==> src/rtl/imem_responder.sv <==
// imem_responder: target side of the instruction-fetch bus. Accepts word
// fetches, checks range/alignment/privilege, reads the instruction SRAM and
// returns in-order responses through a fixed-latency pipeline feeding a
// credit-limited fall-through response FIFO.

`ifndef RV_XLEN
`define RV_XLEN 32
`endif

module imem_responder #(
    parameter int                 C_MEM_ADDR_W    = 12,
    parameter logic [`RV_XLEN-1:0] C_BASE_ADDR    = {`RV_XLEN{1'b0}},
    parameter int                 C_EXTRA_LATENCY = 0,
    parameter int                 C_RSP_DEPTH_X   = 2,
    parameter int                 C_PRIV_WORDS    = 0
) (
    input  logic                     clk_i,
    input  logic                     resetb_i,
    input  logic                     clk_en_i,
    output logic                     ireqready_o,
    input  logic                     ireqvalid_i,
    input  logic [1:0]               ireqhpl_i,
    input  logic [`RV_XLEN-1:0]      ireqaddr_i,
    input  logic                     irspready_i,
    output logic                     irspvalid_o,
    output logic                     irsprerr_o,
    output logic [`RV_XLEN-1:0]      irspdata_o,
    output logic                     mem_en_o,
    output logic [C_MEM_ADDR_W-1:0]  mem_addr_o,
    input  logic [`RV_XLEN-1:0]      mem_rdata_i
);

    localparam int XLEN  = `RV_XLEN;
    localparam int DEPTH = 1 << C_RSP_DEPTH_X;

    // Window size in bytes (4 bytes per SRAM word).
    localparam logic [XLEN-1:0] WIN_BYTES  = {{(XLEN-1){1'b0}}, 1'b1} << (C_MEM_ADDR_W + 2);
    localparam logic [XLEN-1:0] PRIV_LIMIT = XLEN'(C_PRIV_WORDS);

    localparam logic [C_RSP_DEPTH_X:0]   CNT_ONE = {{C_RSP_DEPTH_X{1'b0}}, 1'b1};
    localparam logic [C_RSP_DEPTH_X-1:0] PTR_ONE = {{(C_RSP_DEPTH_X-1){1'b0}}, 1'b1};

    // ------------------------------------------------------------------
    // Request side
    // ------------------------------------------------------------------
    logic [C_RSP_DEPTH_X:0] outst_q, outst_d;
    logic [XLEN-1:0]        off;
    logic                   req_err;
    logic                   accept;
    logic                   deliver;

    // The counter never exceeds DEPTH, so its MSB alone means "no credit left".
    assign ireqready_o = ~outst_q[C_RSP_DEPTH_X];

    // resetb_i gating keeps the SRAM idle while reset is held.
    assign accept  = ireqvalid_i & ireqready_o & clk_en_i & resetb_i;
    assign deliver = irspvalid_o & irspready_i & clk_en_i;

    // Offsets below the base wrap to huge values and fail the range check.
    assign off     = ireqaddr_i - C_BASE_ADDR;
    assign req_err = (off[1:0] != 2'b00)
                   | (off >= WIN_BYTES)
                   | ((ireqhpl_i == 2'b00) & ({2'b00, off[XLEN-1:2]} < PRIV_LIMIT));

    assign mem_en_o   = accept & ~req_err;
    assign mem_addr_o = off[C_MEM_ADDR_W+1:2];

    // Credit count: one per accepted request until its response is delivered.
    always_comb begin
        outst_d = outst_q;
        case ({accept, deliver})
            2'b10:   outst_d = outst_q + CNT_ONE;
            2'b01:   outst_d = outst_q - CNT_ONE;
            default: outst_d = outst_q;
        endcase
    end

    // Credit counter register.
    always_ff @(posedge clk_i or negedge resetb_i) begin
        if (!resetb_i) begin
            outst_q <= '0;
        end else if (clk_en_i) begin
            outst_q <= outst_d;
        end
    end

    // ------------------------------------------------------------------
    // Pipeline: S0 lines up with the SRAM read data, then optional stages.
    // ------------------------------------------------------------------
    logic            s0_valid_q, s0_err_q;
    logic [XLEN-1:0] s0_data;
    logic            p_valid, p_err;
    logic [XLEN-1:0] p_data;

    // S0 captures the request status in the same cycle the SRAM is read.
    always_ff @(posedge clk_i or negedge resetb_i) begin
        if (!resetb_i) begin
            s0_valid_q <= 1'b0;
            s0_err_q   <= 1'b0;
        end else if (clk_en_i) begin
            s0_valid_q <= accept;
            s0_err_q   <= accept & req_err;
        end
    end

    // Erroring requests never read the SRAM, so their data is forced to zero.
    assign s0_data = s0_err_q ? '0 : mem_rdata_i;

    if (C_EXTRA_LATENCY == 0) begin : g_no_extra
        assign p_valid = s0_valid_q;
        assign p_err   = s0_err_q;
        assign p_data  = s0_data;
    end else begin : g_extra
        logic [C_EXTRA_LATENCY-1:0]           ex_valid_q;
        logic [C_EXTRA_LATENCY-1:0]           ex_err_q;
        logic [C_EXTRA_LATENCY-1:0][XLEN-1:0] ex_data_q;

        // Shift register of extra stages; it always advances when enabled.
        always_ff @(posedge clk_i or negedge resetb_i) begin
            if (!resetb_i) begin
                ex_valid_q <= '0;
                ex_err_q   <= '0;
                ex_data_q  <= '0;
            end else if (clk_en_i) begin
                ex_valid_q[0] <= s0_valid_q;
                ex_err_q[0]   <= s0_err_q;
                ex_data_q[0]  <= s0_data;
                for (int i = 1; i < C_EXTRA_LATENCY; i++) begin
                    ex_valid_q[i] <= ex_valid_q[i-1];
                    ex_err_q[i]   <= ex_err_q[i-1];
                    ex_data_q[i]  <= ex_data_q[i-1];
                end
            end
        end

        assign p_valid = ex_valid_q[C_EXTRA_LATENCY-1];
        assign p_err   = ex_err_q[C_EXTRA_LATENCY-1];
        assign p_data  = ex_data_q[C_EXTRA_LATENCY-1];
    end

    // ------------------------------------------------------------------
    // Fall-through response FIFO
    // ------------------------------------------------------------------
    logic                     fifo_err_q  [DEPTH];
    logic [XLEN-1:0]          fifo_data_q [DEPTH];
    logic [C_RSP_DEPTH_X-1:0] wr_ptr_q, rd_ptr_q;
    logic [C_RSP_DEPTH_X:0]   count_q, count_d;
    logic                     fifo_empty, fifo_full;
    logic                     push, pop;

    assign fifo_empty = (count_q == '0);
    assign fifo_full  = count_q[C_RSP_DEPTH_X];

    // P bypasses the FIFO only when nothing older is queued and it is taken now.
    assign push = clk_en_i & p_valid & ~(fifo_empty & deliver);
    assign pop  = clk_en_i & ~fifo_empty & deliver;

    // Occupancy update.
    always_comb begin
        count_d = count_q;
        case ({push, pop})
            2'b10:   count_d = count_q + CNT_ONE;
            2'b01:   count_d = count_q - CNT_ONE;
            default: count_d = count_q;
        endcase
    end

    // FIFO pointers and occupancy; reset discards queued responses.
    always_ff @(posedge clk_i or negedge resetb_i) begin
        if (!resetb_i) begin
            wr_ptr_q <= '0;
            rd_ptr_q <= '0;
            count_q  <= '0;
        end else begin
            if (push) wr_ptr_q <= wr_ptr_q + PTR_ONE;
            if (pop)  rd_ptr_q <= rd_ptr_q + PTR_ONE;
            count_q <= count_d;
        end
    end

    // FIFO storage; contents are only observed through a valid head.
    always_ff @(posedge clk_i) begin
        if (push) begin
            fifo_err_q[wr_ptr_q]  <= p_err;
            fifo_data_q[wr_ptr_q] <= p_data;
        end
    end

    // Response mux: FIFO head first, else the pipeline output, else zeros.
    always_comb begin
        irspvalid_o = 1'b0;
        irsprerr_o  = 1'b0;
        irspdata_o  = '0;
        if (!fifo_empty) begin
            irspvalid_o = 1'b1;
            irsprerr_o  = fifo_err_q[rd_ptr_q];
            irspdata_o  = fifo_data_q[rd_ptr_q];
        end else if (p_valid) begin
            irspvalid_o = 1'b1;
            irsprerr_o  = p_err;
            irspdata_o  = p_data;
        end
    end

    // Credits bound pipeline plus FIFO contents, so a full FIFO never meets a valid P.
    a_no_overflow: assert property (@(posedge clk_i) disable iff (!resetb_i)
                                    !(fifo_full && p_valid));

endmodule

==> config.mk <==
export PLATFORM = sky130hd
export DESIGN_NAME = imem_responder
export DESIGN_NICKNAME = d
export VERILOG_FILES = /design/src/rtl/imem_responder.sv
export SDC_FILE = /design/constraint.sdc
export NUM_CORES = 1
export LEC_CHECK = 0
export CAP_MARGIN = 20
export CORE_MARGIN = 2
export CORE_UTILIZATION = 45
export DETAILED_ROUTE_END_ITERATION = 8
export PLACE_DENSITY_LB_ADDON = 0.3
export SLEW_MARGIN = 20
export SYNTH_ARGS = -nofsm -noshare
export SYNTH_HDL_FRONTEND = slang
export SYNTH_SLANG_ARGS = --single-unit
==> constraint.sdc <==
create_clock -name clk_i -period 3.2 [get_ports clk_i]
set_clock_uncertainty 0.15 [all_clocks]
set_input_delay 0.48 -clock clk_i [delete_from_list [all_inputs] [get_ports clk_i]]
set_output_delay 0.48 -clock clk_i [all_outputs]
set_load 0.02 [all_outputs]
==> impl_metrics.ini, run 1 <==
[final_layout]
utilization = 0.5873
drive_above_1_share = 0.1845
final_cell_mix = edfxtp_1 (132), clkdlybuf4s50_1 (92), nand2_1 (71)
num-fill-cells = 1093
stdcell_count = 695
final_common_cell = edfxtp_1
nNetsFinal = 581
area_growth_pct = 28.61
diodes = 0

[critical_path]
critical_path.max_fanout = 19
ff2ff_setup_slack_ns = 0.67
cp.required_ns = 2.57
end_kind = primary output
crit_type = reg2out
worst_r2r_path_depth = 7
rr_startpoint = count_q[0]
arrival_ns = 2.38
critPathLaunchType = register
r2r_end = count_q[1]

[logic_synthesis]
yosysSeqAreaShare = 0.6779
ys.flop_type = edfxtp_1
synth-edff-count = 132
yosysWarnings = 0
synth_cell_type_count = 33
synthDominantAreaCellType = edfxtp_1
syn_inst = 404
synthArstFlopShare = 0.08333
syn_area_per_cell_um2 = 15.57
synth_top_area_frac = 0.6302
synth_area_leaders = edfxtp_1 (63%), mux4_2 (12%), dfrtp_1 (4.8%), nand2_1 (4.2%), nor2b_1 (3.3%)
syn_nets = 483
ys_ff_latch = 144
syn_area_mm2 = 0.006290

[clock_network]
clock_latency_ns = 0.41
cts_root_buf = clkbuf_16
clock_tree.htree_level_count = 4
postCtsHoldBufs = 0
cts_tree = built
clock_path_buffers = 2
cts_made_buffers = 17
clkTransAtPathRegs_ns = 0.06
clock_sinks = 144

[placement]
dp_hpwl_um = 8235
dp_cells = 663
gp_congestion = 0.6892
io_buffers = 92
place_ws_ns = 0.4096

[timing]
min_period_over_period = 0.9416
fin_setup_tns_ns = 0
setup_ws_ns = 0.1868
slew_headroom = 0.6888
hold_viol_final = 0
drv_slew = 0
rsz0062_at_grt = false
tightest_slew_ns = 0.4667
finalSetupViolations = 0
finalCriticalPeriod_ns = 3.013
whs_ns = 0.2428
clock.fmax_mhz = 331.9

[power_and_ir_drop]
p_leak_nw = 2.890
peakVddDrop_mv = 0.4591
powerDensity_mw_per_mm2 = 889.4

[global_route]
grt_pass1_vias = 3941
overflow = 0
grt_max_degree = 29
grt_pass1_wl_um = 20890
antenna_found_initial = 0
grtUsageTotal = 0.1911

[routing]
wl_per_cell_um = 19.00
via_per_inst = 5.289
ant_nets = 0
drt_iter0_markers = 272
post-route-drc-count = 0
drt-pass1-iter-count = 5
vias = 3676
wirelength_um = 13200

[floorplan]
coreArea_mm2 = 0.01377
die_y_um = 122.2
rows = 43
start_util = 0.4567
die_w_um = 122.2
ios = 119
dieArea_mm2 = 0.01494

[run]
cap_violations = 0

[status]
outcome = complete, no violations

[worst_hold_path]
hold_class = in2async
## repair_timing
| item | 4_1_cts | 5_1_grt |
|---|---|---|
| endpoints found under the setup margin | 1 | 0 |
| buffers inserted | 0 | 0 |
| resized for setup | 1 | 0 |
## layout make-up
cell class                      instances  area, µm²  area share
Tap cell                              180      225.2     0.02784
Clock inverter                         14      237.7     0.02939
Clock buffer                           18      429.2     0.05305
Timing Repair Buffer                  113       1116      0.1380
Multi-Input combinational cell        214       1769      0.2187
Inverter                               12      45.04    0.005568
Sequential cell                       144       4267      0.5275
## power breakdown
group | total [mW] | internal [mW] | leakage [nW] | switching, mW
clock | 2.19 | 1.46 | 0.316 | 0.733
sequential | 2.33 | 2.25 | 1.34 | 0.0799
combinational | 2.67 | 1.23 | 1.24 | 1.45
## critical path, stage by stage, from the launching register on
cell and delay [ns]:
dfrtp_2 0.35, buf_4 0.36, mux4_2 0.56, nand2_1 0.09, nand2_1 0.06, clkdlybuf4s50_1 0.54
## through the flow
stage	total power [mW]	area, µm²
detailed placement	5.063	7417
floorplan	4.052	6290
global placement	5.000	7417
global route	7.558	8089
finish	7.194	8089
CTS	7.287	8089
## flip-flops by register name (all words and copies together) (netlist names)
| register | count |
|---|---|
| fifo_data_q | 128 |
| p_err | 1 |
| outst_q | 3 |
| p_valid | 1 |
| fifo_err_q | 4 |
| count_q | 3 |
| wr_ptr_q | 2 |
| rd_ptr_q | 2 |
## cell usage after synthesis (2+ instances only)
library cell  count
edfxtp_1        132
nand2_1          71
mux4_2           33
nand3_1          33
nor2b_1          33
buf_4            12
dfrtp_1          12
inv_1            10
buf_2             9
clkbuf_1          8
ha_1              6
buf_6             5
nor4_1            5
xnor2_1           5
and2_1            4
xor2_1            4
o21ai_0           3
fa_1              2
inv_2             2
nor2_1            2
## metal layers
layer,vias up,track usage,wire [µm]
met2,140,0.3226,6770
met4,0,0.05388,149
met1,1838,0.2426,5272
met5,-,0,0
li1,1681,-,-
met3,17,0.05483,1010
## cell families after synthesis
kind of cell	Yosys count	share of synthesized area
xor gates and xnor gates	9	0.01253
adders and majority gates	8	0.01830
AOI/OAI and AO/OA	7	0.006762
DFF	144	0.6779
buffers and inverters	46	0.04237
and+or+nand+nor	156	0.1221
muxes	34	0.1200
## worst max-delay path by stage
stage / endpoint / start / cells past startpoint / slack (ns)
global route: irspdata_o[5] / rd_ptr_q[0] / 5 / 0.05
floorplan: fifo_data_q[0][0] / p_valid / 4 / 0.98
global placement: mem_en_o / ireqaddr_i[19] / 5 / 0.42
CTS: irspdata_o[0] / rd_ptr_q[0] / 5 / 0.14
finish: irspdata_o[5] / rd_ptr_q[0] / 5 / 0.19
detailed placement: irspdata_o[30] / mem_rdata_i[30] / 5 / 0.41
Power figures use the tool's default switching activity.
==> inputs of run 2 (changes only) <==
ABC_CLOCK_PERIOD_IN_PS = 3200   (was not set)
==> results of run 2 <==
The final DEF is identical to that of run 1; final timing and power are the same.
